`src/rtl/instr_fetch.sv`:
```
// instr_fetch: fetch front end of the multicycle core.
// Owns the PC, fetches one word at a time and hands it to the decoder.
module instr_fetch #(
  parameter int ADDR_W = 32,
  parameter logic [ADDR_W-1:0] RESET_PC = '0
) (
  input  logic              clk,
  input  logic              reset,
  output logic              imem_req,
  output logic [ADDR_W-1:0] imem_addr,
  input  logic              imem_ready,
  input  logic [31:0]       imem_rdata,
  output logic [31:0]       instr,
  output logic              instr_valid,
  input  logic              instr_ready,
  input  logic              branch,
  input  logic              jump,
  input  logic              zero,
  output logic [ADDR_W-1:0] pc,
  output logic [ADDR_W-1:0] pc_plus4
);

  typedef enum logic [1:0] {
    FETCH_START,
    REQ,
    HOLD
  } state_t;

  state_t            state;
  logic [ADDR_W-1:0] reset_pc;
  logic [ADDR_W-1:0] boff;
  logic [ADDR_W-1:0] jtgt;
  logic [ADDR_W-1:0] next_pc;
  logic              accept;

  assign reset_pc  = {RESET_PC[ADDR_W-1:2], 2'b00};
  assign pc_plus4  = pc + ADDR_W'(4);
  assign imem_addr = pc;
  assign accept    = (state == HOLD) && instr_valid && instr_ready;

  assign boff = {{(ADDR_W-18){instr[15]}}, instr[15:0], 2'b00};
  assign jtgt = {pc_plus4[ADDR_W-1:28], instr[25:0], 2'b00};

  // jump outranks a taken branch when the decoder raises both
  always_comb begin
    next_pc = pc_plus4;
    if (jump)
      next_pc = jtgt;
    else if (branch && zero)
      next_pc = pc_plus4 + boff;
  end

  always_ff @(posedge clk) begin
    if (reset) begin
      pc          <= reset_pc;
      state       <= FETCH_START;
      imem_req    <= 1'b0;
      instr_valid <= 1'b0;
      instr       <= 32'h0;
    end else begin
      unique case (state)
        FETCH_START: begin
          state    <= REQ;
          imem_req <= 1'b1;
        end
        REQ: begin
          if (imem_ready) begin
            instr       <= imem_rdata;
            state       <= HOLD;
            imem_req    <= 1'b0;
            instr_valid <= 1'b1;
          end
        end
        HOLD: begin
          if (accept) begin
            pc          <= next_pc;
            state       <= REQ;
            imem_req    <= 1'b1;
            instr_valid <= 1'b0;
          end
        end
        default: begin
          state    <= FETCH_START;
          imem_req <= 1'b0;
        end
      endcase
    end
  end

endmodule

```
`config.mk`:
```
export PLATFORM = sky130hd
export DESIGN_NAME = instr_fetch
export DESIGN_NICKNAME = d
export VERILOG_FILES = /design/src/rtl/instr_fetch.sv
export SDC_FILE = /design/constraint.sdc
export NUM_CORES = 1
export LEC_CHECK = 0
export CAP_MARGIN = 20
export CELL_PAD_IN_SITES_DETAIL_PLACEMENT = 1
export CELL_PAD_IN_SITES_GLOBAL_PLACEMENT = 1
export CORE_UTILIZATION = 30
export CTS_CLUSTER_SIZE = 40
export DETAILED_ROUTE_END_ITERATION = 6
export PLACE_DENSITY = 0.82
export SLEW_MARGIN = 15
export SYNTH_ARGS = -nofsm -noshare
export SYNTH_HDL_FRONTEND = slang
export SYNTH_SLANG_ARGS = --single-unit
```
`constraint.sdc`:
```
create_clock -name clk -period 3.3 [get_ports clk]
set_clock_uncertainty 0.05 [all_clocks]
set_input_delay 0.33 -clock clk [delete_from_list [all_inputs] [get_ports clk]]
set_output_delay 0.33 -clock clk [all_outputs]
set_load 0.005 [all_outputs]
```
==> flow_metrics.py <==
metrics = {
    "status": {
        "outcome": "finished with violations",
        "violations": "setup timing",
    },
    "die": {
        "num_rows": 47,
        "core-area_sq_mm": 0.0168,
        "die_w_microns": 134,
        "die_h_microns": 134,
        "die_area_sq_mm": 0.0180,
        "start_util_pct": 31.1,
        "ioPinCount": 169,
    },
    "finish": {
        "fin_area_sq_mm": 0.00937,
        "syn2layout_area_growth_pct": 79.1,
        "nFillCells": 1953,
        "utilization_pct": 55.7,
        "layout.nets": 1068,
        "regArea_sq_mm": 0.00132,
        "multiInputGateArea_sq_mm": 0.00440,
        "final_common_cell": "buf_4",
        "final_cell_mix": "buf_4, clkdlybuf4s50_1, nand2_1",
        "drive_gt1_share_pct": 33.1,
        "antenna_cells": 0,
    },
    "global_routing": {
        "grt_overflow_total": 0,
        "grt.met2_usage_pct": 45.1,
        "use_met3_pct": 6.99,
        "grt_pass1_wl_mm": 37.8,
        "first_global_vias": 6830,
        "grt_max_degree": 48,
        "antenna_found_initial": 0,
        "grtUsageMet1_pct": 33.0,
        "grt_usage_pct": 27.1,
        "top_usage_layer": "met2",
    },
    "route": {
        "wl_mm": 30.3,
        "detail-route-antenna-nets": 0,
        "drc_errors": 0,
        "drt_first_pass_iters": 5,
        "drt_iter0_markers": 567,
        "vias_per_cell": 5.75,
        "post_drt_wl_per_cell_microns": 24.9,
        "num_vias": 6994,
    },
    "sta": {
        "slew_viol_final": 0,
        "tightest_slew_ps": 1020,
        "relSlewSlack_pct": 32.1,
        "tns_ps": -6940,
        "rsz0062_at_grt": "yes",
        "hold_violations": 0,
        "fin_crit_ps": 3950,
        "finalHoldWorstSlack_ps": 344,
        "setup_violations": 27,
        "fin_ws_ps": -651,
        "fin_crit_sh_pct": 120,
        "fmax_mhz": 253,
    },
    "clock_network": {
        "cts_tree": "built",
        "cts_root_buf": "clkbuf_16",
        "ctsHtreeMaxLevel": 3,
        "clock_latency_ps": 350,
        "clk_pin_slew_worst_paths_ps": 70,
        "cts_sinks": 65,
        "cts_buffer_depth": 2,
        "cts_made_buffers": 9,
    },
    "placed_design": {
        "dp_hpwl_mm": 17.0,
        "placed_cell_area_sq_mm": 0.00776,
        "port-buffer-count": 162,
        "gp_congestion": 0.905,
    },
    "critical_path": {
        "critPathArrivalTime_ps": 4170,
        "endpoint_kind": "flop",
        "criticalPathCategory": "reg2reg",
        "r2r_cells": 19,
        "crit_fanout": 6,
        "crit_path_start_kind": "flop",
        "cp_data_required_time_ps": 3520,
    },
    "logic_synthesis": {
        "avgSynthCellArea_sq_um": 7.40,
        "yosysSeqAreaShare_pct": 24.9,
        "synth_ff_type": "dfxtp_1",
        "synth_edf_count": 0,
        "netlist_area_sq_mm": 0.00523,
        "synthArstFlopShare_pct": 0,
        "synthesis.instances": 707,
        "synth_seq_cells": 65,
        "yosys_warnings": 0,
        "synth_cell_types": 65,
    },
    "flow_run": {
        "maxCapViolCount": 0,
    },
    "power": {
        "ir_worst_vdd_mv": 0.304,
        "power.density_mw_per_mm2": 251,
        "power_mw": 2.35,
        "p_leak_nw": 3.80,
    },
    "hold_path": {
        "hold-path-cell-count": 2,
        "hold_class": "in2reg",
    },
}
==> kinds of logic (layout without fill, tap and decap cells) <==
| logic type | count (synthesis) | after routing | synth area share, % |
|---|---|---|---|
| AND/OR/NAND/NOR | 276 | 276 | 24.5 |
| AO/OA/AOI/OAI | 196 | 196 | 24.3 |
| buffers and inverters | 78 | 363 | 8.20 |
| flip-flops | 65 | 65 | 24.9 |
| XOR/XNOR | 53 | 53 | 8.87 |
| adder cells (fa/ha/maj) | 37 | 37 | 8.99 |
| other | 1 | 6 | 0.0717 |
| multiplexers | 1 | 1 | 0.191 |
==> cell type report <==
cell class                      instances  area share, %
Clock inverter                          5          0.921
Sequential cell                        65           14.1
Timing Repair Buffer                  337           32.1
Inverter                               10          0.401
Tap cell                              220           2.94
Clock buffer                           11           2.70
Multi-Input combinational cell        569           46.9
==> routing by layer <==
metal | part of all wire [%] | vias to the layer above
met1 | 38 | 3419
met3 | 8.3 | 131
met2 | 48 | 442
met4 | 5.3 | 0
met5 | 0 | -
li1 | - | 3002
==> where the power goes <==
part           internal, mW  leakage [nW]  switching (mW)
Sequential            0.806         0.532          0.0335
Combinational         0.178          3.11           0.200
Clock                 0.709         0.166           0.420
Total                  1.69          3.80           0.654
==> synth_stat cells (all sizes together) (14+ instances only) <==
| library cell | count | area [sq um] |
|---|---|---|
| nor2 | 66 | 255 |
| buf | 38 | 279 |
| dfxtp | 65 | 1300 |
| ha | 36 | 450 |
| a21oi | 78 | 394 |
| o211ai | 15 | 118 |
| xnor2 | 29 | 254 |
| o21ai | 37 | 204 |
| clkbuf | 30 | 113 |
| nand3 | 14 | 70.1 |
| nand2 | 141 | 532 |
| xor2 | 24 | 210 |
==> timing repair <==
item                       CTS  global route
setup endpoints to repair   19            23
setup buffers               27            21
pin swaps                   52            78
resized for setup           66           113
hold buffers                 0             0
==> registers in the layout, summed over array words and instances (netlist names) <==
register and count:
imem_addr 30, imem_req 1, state 1, instr_valid 1, instr 32
==> worst paths after layout <==
kind                     start             to  slack, ps
setup / recovery  imem_addr[2]  imem_addr[31]       -650
hold / removal           reset  imem_addr[30]        340
setup reg to reg  imem_addr[2]  imem_addr[31]       -650
hold reg to reg      instr[28]      instr[28]        400
==> per-stage QoR <==
step,setup slack (ps),instances
floorplan,-6.66,712
global placement,-81.2,1154
detailed placement,-318,1154
CTS,-72.0,1197
global route,-632,1217
finish,-651,1217
==> critical path: stages (launching register included) <==
cell and delay (ps):
dfxtp_4 400, ha_4 160, nand4_1 150, buf_4 200
nor2_4 160, buf_6 120, and4_4 230, xor2_4 90
ha_4 330, nand4_1 260, o21ai_1 270, a31oi_1 80
o21a_4 150, buf_6 120, o21ai_4 220, a41oi_2 200
o21ai_2 130, buf_4 140, nand4_1 140, a21oi_1 240
Note: power is estimated with default switching activity, not from simulation.
